$ cat src/rtl/clock_pkg.sv
// Shared definitions for the digital clock: mode encodings, key indices,
// field limits and the press-priority / mode-stepping helpers.
package clock_pkg;

  typedef enum logic [1:0] {
    MODE_RUN     = 2'd0,
    MODE_SET_HR  = 2'd1,
    MODE_SET_MIN = 2'd2,
    MODE_SET_SEC = 2'd3
  } mode_t;

  localparam int KEY_MODE    = 0;
  localparam int KEY_INC     = 1;
  localparam int KEY_DEC     = 2;
  localparam int KEY_CONFIRM = 3;

  localparam int HOUR_MAX   = 23;
  localparam int MINSEC_MAX = 59;

  typedef enum logic [2:0] {
    ACT_NONE,
    ACT_CONFIRM,
    ACT_MODE,
    ACT_INC,
    ACT_DEC
  } action_t;

  // Only the highest-priority press survives; simultaneous lower ones are dropped.
  function automatic action_t pick_action(input logic [3:0] press);
    if (press[KEY_CONFIRM])  return ACT_CONFIRM;
    else if (press[KEY_MODE]) return ACT_MODE;
    else if (press[KEY_INC])  return ACT_INC;
    else if (press[KEY_DEC])  return ACT_DEC;
    else                      return ACT_NONE;
  endfunction

  function automatic mode_t next_mode(input mode_t m);
    case (m)
      MODE_RUN:     return MODE_SET_HR;
      MODE_SET_HR:  return MODE_SET_MIN;
      MODE_SET_MIN: return MODE_SET_SEC;
      default:      return MODE_RUN;
    endcase
  endfunction

endpackage

$ cat src/rtl/clock_set_ctrl_counter.sv
// Modulo-(MAX+1) up/down counter used for each time field; wrap flags an
// increment that rolls MAX over to 0 so the parent can chain carries.
module mod_counter #(
  parameter int WIDTH = 6,
  parameter int MAX   = 59
) (
  input  logic             clk,
  input  logic             clr,
  input  logic             inc,
  input  logic             dec,
  output logic [WIDTH-1:0] q,
  output logic             wrap
);

  localparam logic [WIDTH-1:0] MAX_Q = WIDTH'(MAX);

  logic [WIDTH-1:0] r_q;

  // Combinational so the next field can advance on the same edge.
  assign wrap = inc & (r_q == MAX_Q);
  assign q    = r_q;

  // NOTE: sequential state uses non-blocking assignments so every register
  // samples pre-edge values regardless of statement order.
  always_ff @(posedge clk) begin
    if (clr)
      r_q <= '0;
    else if (inc)
      r_q <= (r_q == MAX_Q) ? '0 : r_q + 1'b1;
    else if (dec)
      r_q <= (r_q == '0) ? MAX_Q : r_q - 1'b1;
  end

endmodule

$ cat src/rtl/clock_set_ctrl.sv
// Time-of-day controller: key press detection, RUN/SET mode FSM with idle
// timeout and blink phase, and the chained HH:MM:SS counters.
module clock_set_ctrl
  import clock_pkg::*;
#(
  parameter int TIMEOUT_S = 10
) (
  input  logic       clk,
  input  logic       rst,
  input  logic [3:0] key_n,
  input  logic       tick_1hz,
  output logic [4:0] hour,
  output logic [5:0] minute,
  output logic [5:0] second,
  output logic [1:0] mode,
  output logic       blink
);

  localparam logic [5:0] TIMEOUT_Q = 6'(TIMEOUT_S);

  logic [3:0] r_key_prev;
  mode_t      r_mode;
  logic [5:0] r_idle_cnt;
  logic       r_blink_ph;

  logic [3:0] w_press;
  action_t    w_act;
  logic       w_in_set, w_edit_inc, w_edit_dec, w_blink_tog;
  logic       w_sec_inc, w_sec_dec, w_min_inc, w_min_dec, w_hr_inc, w_hr_dec;
  logic       w_sec_wrap, w_min_wrap, w_hr_wrap_unused;

  assign w_press     = r_key_prev & ~key_n;
  assign w_act       = pick_action(w_press);
  assign w_in_set    = (r_mode != MODE_RUN);
  assign w_edit_inc  = w_in_set & (w_act == ACT_INC);
  assign w_edit_dec  = w_in_set & (w_act == ACT_DEC);
  assign w_blink_tog = r_blink_ph ^ tick_1hz;

  // Carries only propagate in RUN; edits wrap within their own field.
  assign w_sec_inc = (~w_in_set & tick_1hz)   | (w_edit_inc & (r_mode == MODE_SET_SEC));
  assign w_sec_dec = w_edit_dec & (r_mode == MODE_SET_SEC);
  assign w_min_inc = (~w_in_set & w_sec_wrap) | (w_edit_inc & (r_mode == MODE_SET_MIN));
  assign w_min_dec = w_edit_dec & (r_mode == MODE_SET_MIN);
  assign w_hr_inc  = (~w_in_set & w_min_wrap) | (w_edit_inc & (r_mode == MODE_SET_HR));
  assign w_hr_dec  = w_edit_dec & (r_mode == MODE_SET_HR);

  mod_counter #(.WIDTH(6), .MAX(MINSEC_MAX)) u_sec (
    .clk(clk), .clr(rst), .inc(w_sec_inc), .dec(w_sec_dec), .q(second), .wrap(w_sec_wrap)
  );
  mod_counter #(.WIDTH(6), .MAX(MINSEC_MAX)) u_min (
    .clk(clk), .clr(rst), .inc(w_min_inc), .dec(w_min_dec), .q(minute), .wrap(w_min_wrap)
  );
  mod_counter #(.WIDTH(5), .MAX(HOUR_MAX)) u_hr (
    .clk(clk), .clr(rst), .inc(w_hr_inc), .dec(w_hr_dec), .q(hour), .wrap(w_hr_wrap_unused)
  );

  always_ff @(posedge clk) begin
    if (rst) begin
      r_key_prev <= 4'b1111;
      r_mode     <= MODE_RUN;
      r_idle_cnt <= '0;
      r_blink_ph <= 1'b0;
    end else begin
      r_key_prev <= key_n;
      if (!w_in_set) begin
        r_idle_cnt <= '0;
        r_blink_ph <= 1'b0;
        if (w_act == ACT_MODE) r_mode <= MODE_SET_HR;
      end else if (w_act == ACT_CONFIRM) begin
        r_mode     <= MODE_RUN;
        r_idle_cnt <= '0;
        r_blink_ph <= 1'b0;
      end else if (w_act == ACT_MODE) begin
        r_mode     <= next_mode(r_mode);
        r_idle_cnt <= '0;
        r_blink_ph <= (r_mode == MODE_SET_SEC) ? 1'b0 : w_blink_tog;
      end else if (w_act != ACT_NONE) begin
        r_idle_cnt <= '0;
        r_blink_ph <= w_blink_tog;
      end else if (tick_1hz) begin
        // Leave on the tick that brings the idle count up to the limit.
        if (r_idle_cnt + 6'd1 == TIMEOUT_Q) begin
          r_mode     <= MODE_RUN;
          r_idle_cnt <= '0;
          r_blink_ph <= 1'b0;
        end else begin
          r_idle_cnt <= r_idle_cnt + 6'd1;
          r_blink_ph <= w_blink_tog;
        end
      end
    end
  end

  // Blink phase is held at 0 in RUN, so it can drive the output directly.
  assign mode  = r_mode;
  assign blink = r_blink_ph;

endmodule

$ cat config.mk
export PLATFORM = sky130hd
export DESIGN_NAME = clock_set_ctrl
export DESIGN_NICKNAME = d
export VERILOG_FILES = /design/src/rtl/clock_pkg.sv /design/src/rtl/clock_set_ctrl_counter.sv /design/src/rtl/clock_set_ctrl.sv
export SDC_FILE = /design/constraint.sdc
export NUM_CORES = 1
export LEC_CHECK = 0
export CAP_MARGIN = 0
export CORE_UTILIZATION = 50
export CTS_CLUSTER_DIAMETER = 40
export CTS_CLUSTER_SIZE = 40
export DETAILED_ROUTE_END_ITERATION = 6
export PLACE_DENSITY = 0.76
export SLEW_MARGIN = 20
export SYNTH_ARGS = -nofsm -noshare
export SYNTH_HDL_FRONTEND = slang
export SYNTH_SLANG_ARGS = --single-unit
$ cat constraint.sdc
create_clock -name clk -period 2.3 [get_ports clk]
set_clock_uncertainty 0.2 [all_clocks]
set_input_delay 0.46 -clock clk [delete_from_list [all_inputs] [get_ports clk]]
set_output_delay 0.46 -clock clk [all_outputs]
set_load 0.05 [all_outputs]
After elaboration in Yosys (flattened, before gate mapping)
Cells that the tools add are included.
Storage, ports and cells
  input port bits: 7
  output and inout bits: 20
  logic and storage cells: 92
  flip-flop bits (word level): 30
Operators by class
  equal/unequal tests: 12
  add/subtract/negate cells: 7
  bitwise logic cells: 20
  mux-type cells: 30
  reductions and logical operators: 16
Operators with widths (count)
  two-way mux 6 bit: 9
  two-way mux 5 bit: 4
  adder 6 x 1 -> 6 bit, second input constant: 3
  two-way mux 2 bit: 7
  AND 1 bit: 13
  == test 6 bit, second input constant: 2
  zero test 6 bit: 2
  two-way mux 3 bit: 4
  nonzero test 3 bit: 4
  subtractor 6 x 1 -> 6 bit, second input constant: 2
  nonzero test 2 bit: 5
  == test 3 x 2 -> 1 bit, second input constant: 2
  == test 6 x 4 -> 1 bit, second input constant: 1
  case mux 2 bit (3 select lines): 1
  adder 5 x 1 -> 5 bit, second input constant: 1
  == test 5 bit, second input constant: 1
  zero test 5 bit: 1
  two-way mux 1 bit: 5
  OR reduction 5 bit: 1
  subtractor 5 x 1 -> 5 bit, second input constant: 1
  AND 4 bit: 1
  == test 2 bit, second input constant: 2
  NOT 4 bit: 1
  AND reduction 4 bit: 1
  other kinds (9): 11

Depth between registers and ports, before layout
Gate-level depths: netlist (run 1).
  depth after elaboration: 17
  mapped depth: 8
  depth with buffers taken out: 7

By module
From an unflattened synthesis (run 1), not the netlist that was laid out.
Second synthesis, totals
  cells, all modules: 282
  area, all modules: 2299.7 um2
By module, submodules not included
  mod_counter (u_min ...): sequential area each 120.1 um2, area each 551.8 um2, instances 2, cells an instance 72
  clock_set_ctrl: sequential area each 260.2 um2, area each 852.1 um2, instances 1, cells an instance 99
  mod_counter (u_hr): sequential area each 100.1 um2, area each 344.1 um2, instances 1, cells an instance 39

Worst setup path after synthesis (run 1)
Ideal clock, no wire load.
  path kind: register to register
  start: register u_sec.r_q[0] (netlist: u_sec.q[0])
  end: register u_hr.r_q[3] (netlist: u_hr.q[3])
  cell stages (with the launch flop): 7
  period minus slack after synthesis: 2.562 ns
  setup time: 0.067 ns
  buffers on the path: 0
  arrival: 2.295 ns
  slack: -0.262 ns
  required time: 2.033 ns
  path through: dfxtp_1 ha_1 nand2_1 or4_4 o22ai_4 mux2_4 a21oi_2
On the way
  word-level cells in the longest chain between the ends: 8
  elaborated cells on any way between the ends: 9
  classes of those cells: eq/ne: 1; mux: 1; bitwise: 6; reduce/logical: 1
Ends and longest elaborated chain
  start: declaration: RTL line clock_set_ctrl_counter.sv:17  | logic [WIDTH-1:0] r_q;
  start signal: assignment: RTL line clock_set_ctrl_counter.sv:29  | r_q <= (r_q == MAX_Q) ? '0 : r_q + 1'b1;
  start signal: assignment: RTL line clock_set_ctrl_counter.sv:31  | r_q <= (r_q == '0) ? MAX_Q : r_q - 1'b1;
  == test 6 bit *: RTL line clock_set_ctrl_counter.sv:20  | assign wrap = inc & (r_q == MAX_Q);
  AND 1 bit *: RTL line clock_set_ctrl_counter.sv:20
  AND 1 bit *: RTL line clock_set_ctrl.sv:42  | assign w_min_inc = (~w_in_set & w_sec_wrap) | (w_edit_inc & (r_mode == MODE_SET_MIN));
  OR 1 bit *: RTL line clock_set_ctrl.sv:42
  AND 1 bit *: RTL line clock_set_ctrl_counter.sv:20
  AND 1 bit *: RTL line clock_set_ctrl.sv:44  | assign w_hr_inc = (~w_in_set & w_min_wrap) | (w_edit_inc & (r_mode == MODE_SET_HR));
  OR 1 bit *: RTL line clock_set_ctrl.sv:44
  two-way mux 5 bit or nonzero test 2 bit (tied branches)
  end signal: assignment: RTL line clock_set_ctrl_counter.sv:29
  end signal: assignment: RTL line clock_set_ctrl_counter.sv:31
  end: declaration: RTL line clock_set_ctrl_counter.sv:17
Mark *: on every way between the ends. The rest lies on a longest branch, timed or not.
A chain may end at the register's enable or synchronous reset.

Worst setup path after layout (run 1)
  start: input port tick_1hz
  end: register u_hr.r_q[3] (netlist: u_hr.q[3])
On the way
  word-level cells in the longest chain between the ends: 9
  elaborated cells on any way between the ends: 10
  classes of those cells: mux: 1; bitwise: 8; reduce/logical: 1
Ends and longest elaborated chain
  start: declaration: RTL line clock_set_ctrl.sv:11  | input logic tick_1hz,
  AND 1 bit *: RTL line clock_set_ctrl.sv:40  | assign w_sec_inc = (~w_in_set & tick_1hz) | (w_edit_inc & (r_mode == MODE_SET_SEC));
  OR 1 bit *: RTL line clock_set_ctrl.sv:40
  AND 1 bit *: RTL line clock_set_ctrl_counter.sv:20
  AND 1 bit *: RTL line clock_set_ctrl.sv:42
  OR 1 bit *: RTL line clock_set_ctrl.sv:42
  AND 1 bit *: RTL line clock_set_ctrl_counter.sv:20
  AND 1 bit *: RTL line clock_set_ctrl.sv:44
  OR 1 bit *: RTL line clock_set_ctrl.sv:44
  two-way mux 5 bit or nonzero test 2 bit (tied branches)
Marks and branches as above.

==> summary.md, run 1 <==
| Metric | Value |
|---|---|
| Worst rel slew slack | 0.617 |
| CTS tree | done |
| Largest net degree at the start of global routing | 22 |
| Final min period | 2.26 ns |
| Die W | 68.4 um |
| Core area | 4120 um2 |
| Initial antenna violation count | 0 |
| Vias in the first global route | 1898 |
| Post-synth cell types | 63 |
| Site row count | 23 |
| Overall routed net length | 5340 um |
| PD cells | 461 nW/um2 |
| Layout cells sized above 1 | 0.201 |
| Status | finished clean |
| Remaining global-route overflow | 0 |
| Crit path launch type | primary input |
| Peak supply drop | 0.336 mV |
| Crit path capture type | flop |
| Max-slew violations | 0 |
| Fin worst setup slack | 0.0380 ns |
| Clock buffer count from CTS | 5 |
| Gr usage total | 0.240 |
| Die Area | 4680 um2 |
| Synth Area in Compound Gates | 0.202 |
| Adder-cell share of the synthesized area | 0.0794 |
| Critical path data required time | 2.32 ns |
| Cell leakage power | 1.09 nW |
| Final Setup Violations | 0 |
| Diode count | 0 |
| Vias per inst | 5.79 |
| Final #Nets | 349 |
| DP HPWL | 3940 um |
| Syn nets | 300 |
| Synthesis-to-finish area growth | 25.6% |
| Mapped cell area | 2210 um2 |
| Total power | 1.28 mW |
| 1st-pass router iterations | 4 |
| Wire per inst | 14.1 um |
| Min-delay worst type | flop to flop |
| Via count | 2190 |
| Syn Area/Cell | 7.91 um2 |
| Post-synth top flop | dfxtp_1 |
| Ratio of final minimum period to clock period | 0.983 |
| Largest family of logic cells by synthesized area | simple AND/OR/NAND/NOR gates |
| Hold Fails Final Rpt | 0 |
| Worst-Margin Slew | 0.560 ns |
| H-tree Lvls | 2 |
| Synth Warn # | 0 |
| Setup TNS | 0 ns |
| Register area share after synthesis | 0.272 |
| CTS root buffer | clkbuf_8 |
| Share of flip-flops with an asynchronous set or reset | 0 |
| Setup slack at placement | -0.242 ns |
| # placed instances | 371 |
| Clk_lat worst skew | 0.28 ns |
| WP data arrival | 2.28 ns |
| Longest Clk Path Bufs | 2 |
| Max-Cap Viols | 0 |
| Gpl congestion | 0.934 |
| Synth Area in Simple Gates | 0.303 |
| Final cell count without fillers | 378 |
| TritonCTS Sinks | 30 |
| Remaining antenna violation count | 0 |
| Post-synthesis mux area share | 0.0261 |
| Global-route wire length before repair | 8390 um |
| Gate Count Post-Synth | 279 |
| Die height | 68.4 um |
| Drt drc | 0 |
| Port-buffer cells | 26 |
| Hold_ws | 0.313 ns |
| Clock-pin slew on the worst setup and hold paths | 0.07 ns |
| Setup bufs post-CTS | 0 |
| Crit path kind | primary input to flop |
| Post-synth EDFFs | 0 |
| Achievable frequency | 0.442 GHz |
| DR iter-0 viols | 169 |
| Crit-path max FO | 6 |
| Initial core utilization | 0.536 |
| RSZ-0062 raised after global routing | false |
| #FFs+latches synth | 30 |
| Io pins | 27 |
| Synth Area in XOR/XNOR | 0.0675 |
## routing by layer
layer / global-route usage / wire [um]
met5: 0 / 0
met2: 0.397 / 2510
met3: 0.0517 / 304
met4: 0.0677 / 44
met1: 0.309 / 2480
## final timing paths
check	slack (ns)	start	cells after the start	to
worst max-delay path	0.04	tick_1hz	6	u_hr.q[3]
worst min register to register	0.31	r_idle_cnt[0]	2	r_idle_cnt[0]
worst max register to register	0.10	mode[1]	7	u_hr.q[3]
worst min-delay path	0.31	r_idle_cnt[0]	2	r_idle_cnt[0]
## cells in the mapped netlist, drive strengths merged, types with 8 or more instances
| cell type | n | area (um2) |
|---|---|---|
| xor2 | 9 | 78.8 |
| nand2 | 23 | 86.3 |
| nor2b | 8 | 52.6 |
| dfxtp | 30 | 601 |
| o21ai | 12 | 63.8 |
| nand3 | 23 | 115 |
| a21oi | 11 | 58.8 |
| clkbuf | 8 | 31.3 |
| inv | 11 | 41.3 |
| nor2 | 22 | 82.6 |
| ha | 14 | 175 |
| nor3 | 10 | 50.1 |
| xnor2 | 8 | 70.1 |
## per-stage QoR
stage / utilization / area, um2
detailed placement: 0.651 / 2680
global route: 0.673 / 2770
floorplan: - / 2210
finish: 0.673 / 2770
global placement: 0.651 / 2680
CTS: 0.670 / 2760
## cell type report
class                      instances  area [um2]
sequential                        30         609
inverter                          12        45.0
tap                               50        62.6
timing repair buffer              56         469
multi-input combinational        223        1510
clock buffer                       7        76.3
fill                             375        1340
## timing repair
| action | CTS | global route |
|---|---|---|
| endpoints found under the setup margin | 0 | 4 |
| resized for setup | 0 | 3 |
| hold buffers | 0 | 0 |
## layout by cell type, fill, tap and decap left out, drive strengths merged, types with 4 or more instances in the layout
cell type,count
nand2,23
o21ai,12
xnor2,8
xor2,9
buf,38
ha,14
nand3,23
dfxtp,30
nor3,10
nand4,7
or2,4
nor2,22
inv,11
a211oi,4
clkbuf,7
nor2b,8
clkdlybuf4s50,18
a21oi,11
a31oi,5
and3,6
nand2b,6
## where the power goes
group | total, mW | leakage, nW | switching [mW] | internal [mW]
clock network | 0.399 | 0.0383 | 0.191 | 0.208
logic | 0.324 | 0.802 | 0.186 | 0.138
registers | 0.556 | 0.247 | 0.0165 | 0.539
total | 1.28 | 1.09 | 0.394 | 0.885
## sequential cells by signal, indices dropped and copies added (netlist names)
signal and cells:
r_idle_cnt 6, blink 1, r_key_prev 4, u_hr.q 5, mode 2, u_sec.q 6
u_min.q 6
## logic make-up after synthesis
logic type      Yosys count
fa+ha+maj                14
simple gates            127
flops                    30
xor+xnor                 17
mux                       5
buf+inv                  26
compound gates           60
## critical path, cell delays in order
cell             delay [ns]
clkdlybuf4s50_1        0.50
nand2_1                0.08
or4_4                  0.57
o22ai_4                0.24
mux2_4                 0.33
a21oi_2                0.11
No activity file was read; power rests on OpenSTA's default activity.
==> run 2, diff against run 1 <==
--- a/config.mk
+++ b/config.mk
@@ -11,7 +11,8 @@
 export CTS_CLUSTER_SIZE = 40
 export DETAILED_ROUTE_END_ITERATION = 6
 export PLACE_DENSITY = 0.76
-export SLEW_MARGIN = 20
+export REMOVE_ABC_BUFFERS = 1
+export SLEW_MARGIN = 5
 export SYNTH_ARGS = -nofsm -noshare
 export SYNTH_HDL_FRONTEND = slang
 export SYNTH_SLANG_ARGS = --single-unit
==> summary.md, run 2 (synthesis results as in run 1) <==
| Metric | Value |
|---|---|
| Status | finished clean (unchanged) |
| Max-Cap Viols | 0 (unchanged) |
| Final #Nets | 347 (was 349) |
| Setup bufs post-CTS | 0 (unchanged) |
| TritonCTS Sinks | 30 (unchanged) |
| Longest Clk Path Bufs | 2 (unchanged) |
| Worst-Margin Slew | 0.503 ns (was 0.560 ns) |
| Diode count | 0 (unchanged) |
| Site row count | 23 (unchanged) |
| H-tree Lvls | 2 (unchanged) |
| CP Buf/Inv Count | 1 (unchanged) |
| Crit path launch type | flop (was primary input) |
| Synthesis-to-finish area growth | 24.7% (was 25.6%) |
| Worst path slowest cell | clkdlybuf4s50_1 (was or4_4) |
| Core area | 4120 um2 (unchanged) |
| Min-delay worst type | flop to flop (unchanged) |
| Hold Fails Final Rpt | 0 (unchanged) |
| Critical path data required time | 1.64 ns (was 2.32 ns) |
| CTS root buffer | clkbuf_8 (unchanged) |
| Worst rel slew slack | 0.664 (was 0.617) |
| DR WL met2 | 2440 um (was 2510 um) |
| Via count | 2200 (was 2190) |
| Final min period | 2.24 ns (was 2.26 ns) |
| PD cells | 474 nW/um2 (was 461 nW/um2) |
| Remaining global-route overflow | 0 (unchanged) |
| Hold path startpoint | u_min.q[0] (was r_idle_cnt[0]) |
| Vias in the first global route | 1971 (was 1898) |
| Crit-path max FO | 7 (was 6) |
| Critical Path Start | u_min.q[1] (was tick_1hz) |
| Initial core utilization | 0.536 (unchanged) |
| DP Area | 2650 um2 (was 2680 um2) |
| Crit path kind | flop to primary output (was primary input to flop) |
| Achievable frequency | 0.446 GHz (was 0.442 GHz) |
| Vias per inst | 5.87 (was 5.79) |
| Die W | 68.4 um (unchanged) |
| CP peak stage delay | 0.85 ns (was 0.57 ns) |
| Ratio of final minimum period to clock period | 0.974 (was 0.983) |
| Clock buffer count from CTS | 5 (unchanged) |
| Global-route wire length before repair | 8850 um (was 8390 um) |
| Metal3 WL | 208 um (was 304 um) |
| Max-slew violations | 0 (unchanged) |
| Setup TNS | 0 ns (unchanged) |
| Die Area | 4680 um2 (unchanged) |
| CP cell instances | clkdlybuf4s50_1 (was clkdlybuf4s50_1, nand2_1, or4_4, o22ai_4, mux2_4, a21oi_2) |
| Critical path depth | 1 (was 6) |
| Io pins | 27 (unchanged) |
| Hold_ws | 0.302 ns (was 0.313 ns) |
| WHS Path Cells | 1 (was 2) |
| Die height | 68.4 um (unchanged) |
| Cell leakage power | 1.10 nW (was 1.09 nW) |
| Reg2Reg Depth | 8 (was 7) |
| Peak supply drop | 0.205 mV (was 0.336 mV) |
| Clock-pin slew on the worst setup and hold paths | 0.06 ns (was 0.07 ns) |
| M1 wire length | 2550 um (was 2480 um) |
| Final Setup Violations | 0 (unchanged) |
| Initial antenna violation count | 0 (unchanged) |
| Port-buffer cells | 26 (unchanged) |
| Fin worst setup slack | 0.0594 ns (was 0.0380 ns) |
| Drt drc | 0 (unchanged) |
| Largest net degree at the start of global routing | 22 (unchanged) |
| Post-CTS Hold Fix Bufs | 0 (unchanged) |
| Wire per inst | 14.1 um (about the same) |
| Remaining antenna violation count | 0 (unchanged) |
| Commonest non-fill, non-tap cell in the layout | buf_4 (unchanged) |
| 1st-pass router iterations | 4 (unchanged) |
| Overall routed net length | 5280 um (was 5340 um) |
| Most frequent cells in the layout | buf_4, dfxtp_1, nand3_1 (was buf_4, nand3_1, nand2_1, dfxtp_1, nor2_1) |
| Reg2reg end | u_hr.q[0] (was u_hr.q[3]) |
| Clk_lat worst skew | 0.28 ns (about the same) |
| Top routing layer in use | met4 (unchanged) |
| RR Startpoint | mode[0] (was mode[1]) |
| Hold EP | u_min.q[0] (was r_idle_cnt[0]) |
| Final Cell Area | 2750 um2 (was 2770 um2) |
| Fill cells | 367 (was 375) |
| Gpl congestion | 0.892 (was 0.934) |
| Setup slack at placement | -0.313 ns (was -0.242 ns) |
| DR iter-0 viols | 134 (was 169) |
| Crit path capture type | primary output (was flop) |
| R2R Setup Slk | 0.11 ns (was 0.10 ns) |
| Layout cells sized above 1 | 0.188 (was 0.201) |
| Gr usage total | 0.251 (was 0.240) |
| DP HPWL | 3810 um (was 3940 um) |
| WP data arrival | 1.58 ns (was 2.28 ns) |
| CTS tree | done (unchanged) |
| Top delay family on crit path | buffers and inverters (was simple AND/OR/NAND/NOR gates) |
| RSZ-0062 raised after global routing | false (unchanged) |
run 2: cell count changes in the layout (fill, tap and decap cells not counted), moves of 2 or more:
| cell | change |
|---|---|
| clkbuf_1 | -2 |
| clkdlybuf4s50_1 | -3 |
| dlymetal6s2s_1 | +2 |
| dfxtp_2 | -7 |
| dfxtp_1 | +7 |
run 2: worst max-delay path by stage:
stage | to | slack (ns)
final | minute[1] | 0.06
after global placement | u_hr.q[0] | -0.25
after global routing | u_min.q[2] | 0.002
after CTS | u_hr.q[3] | 0.003
after floorplan | u_hr.q[3] | -0.30
after detailed placement | u_hr.q[0] | -0.31
run 2: cell type report:
cell class                 instances  area [um2]  share of cell area
multi-input combinational        223        1500               0.547
sequential                        30         601               0.218
timing repair buffer              54         457               0.166
clock buffer                       6        82.6              0.0300
tap                               50        62.6              0.0227
inverter                          12        45.0              0.0164
run 2: metal layers:
layer | vias to the layer above | global-route usage
met5 | - | 0
met4 | 0 | 0.112
met3 | 9 | 0.0417
met2 | 48 | 0.417
met1 | 1027 | 0.314
li1 | 1116 | -
run 2: repair_timing:
item,CTS,global route
pin swaps,2,2
resized for setup,1,5
setup endpoints to repair,1,7
run 2: worst register-to-register path, stage by stage (launching register included):
cell and delay [ns]:
dfxtp_1 0.31, inv_1 0.08, ha_2 0.23, nand2_2 0.08, or4_4 0.58, o22ai_4 0.22, buf_6 0.15, o21ai_0 0.09
o311a_1 0.13
run 2: power by group:
part	switching [mW]	internal, mW
sequential	0.0135	0.538
combinational	0.187	0.134
clock	0.202	0.231
run 2: through the flow:
stage / util / instances / power [mW]
2_1_floorplan: - / 265 / 0.760
3_3_place_gp: 0.645 / 369 / 0.873
3_5_place_dp: 0.645 / 369 / 0.878
4_1_cts: 0.666 / 375 / 1.30
5_1_grt: 0.669 / 375 / 1.36
6_report: 0.669 / 375 / 1.30
==> run 3, diff against run 2 <==
--- a/config.mk
+++ b/config.mk
@@ -12,7 +12,6 @@
 export DETAILED_ROUTE_END_ITERATION = 6
 export PLACE_DENSITY = 0.76
 export REMOVE_ABC_BUFFERS = 1
-export SLEW_MARGIN = 5
 export SYNTH_ARGS = -nofsm -noshare
 export SYNTH_HDL_FRONTEND = slang
 export SYNTH_SLANG_ARGS = --single-unit
==> results of run 3 <==
Same layout as run 2: the final DEF is identical, and so are final timing and power.
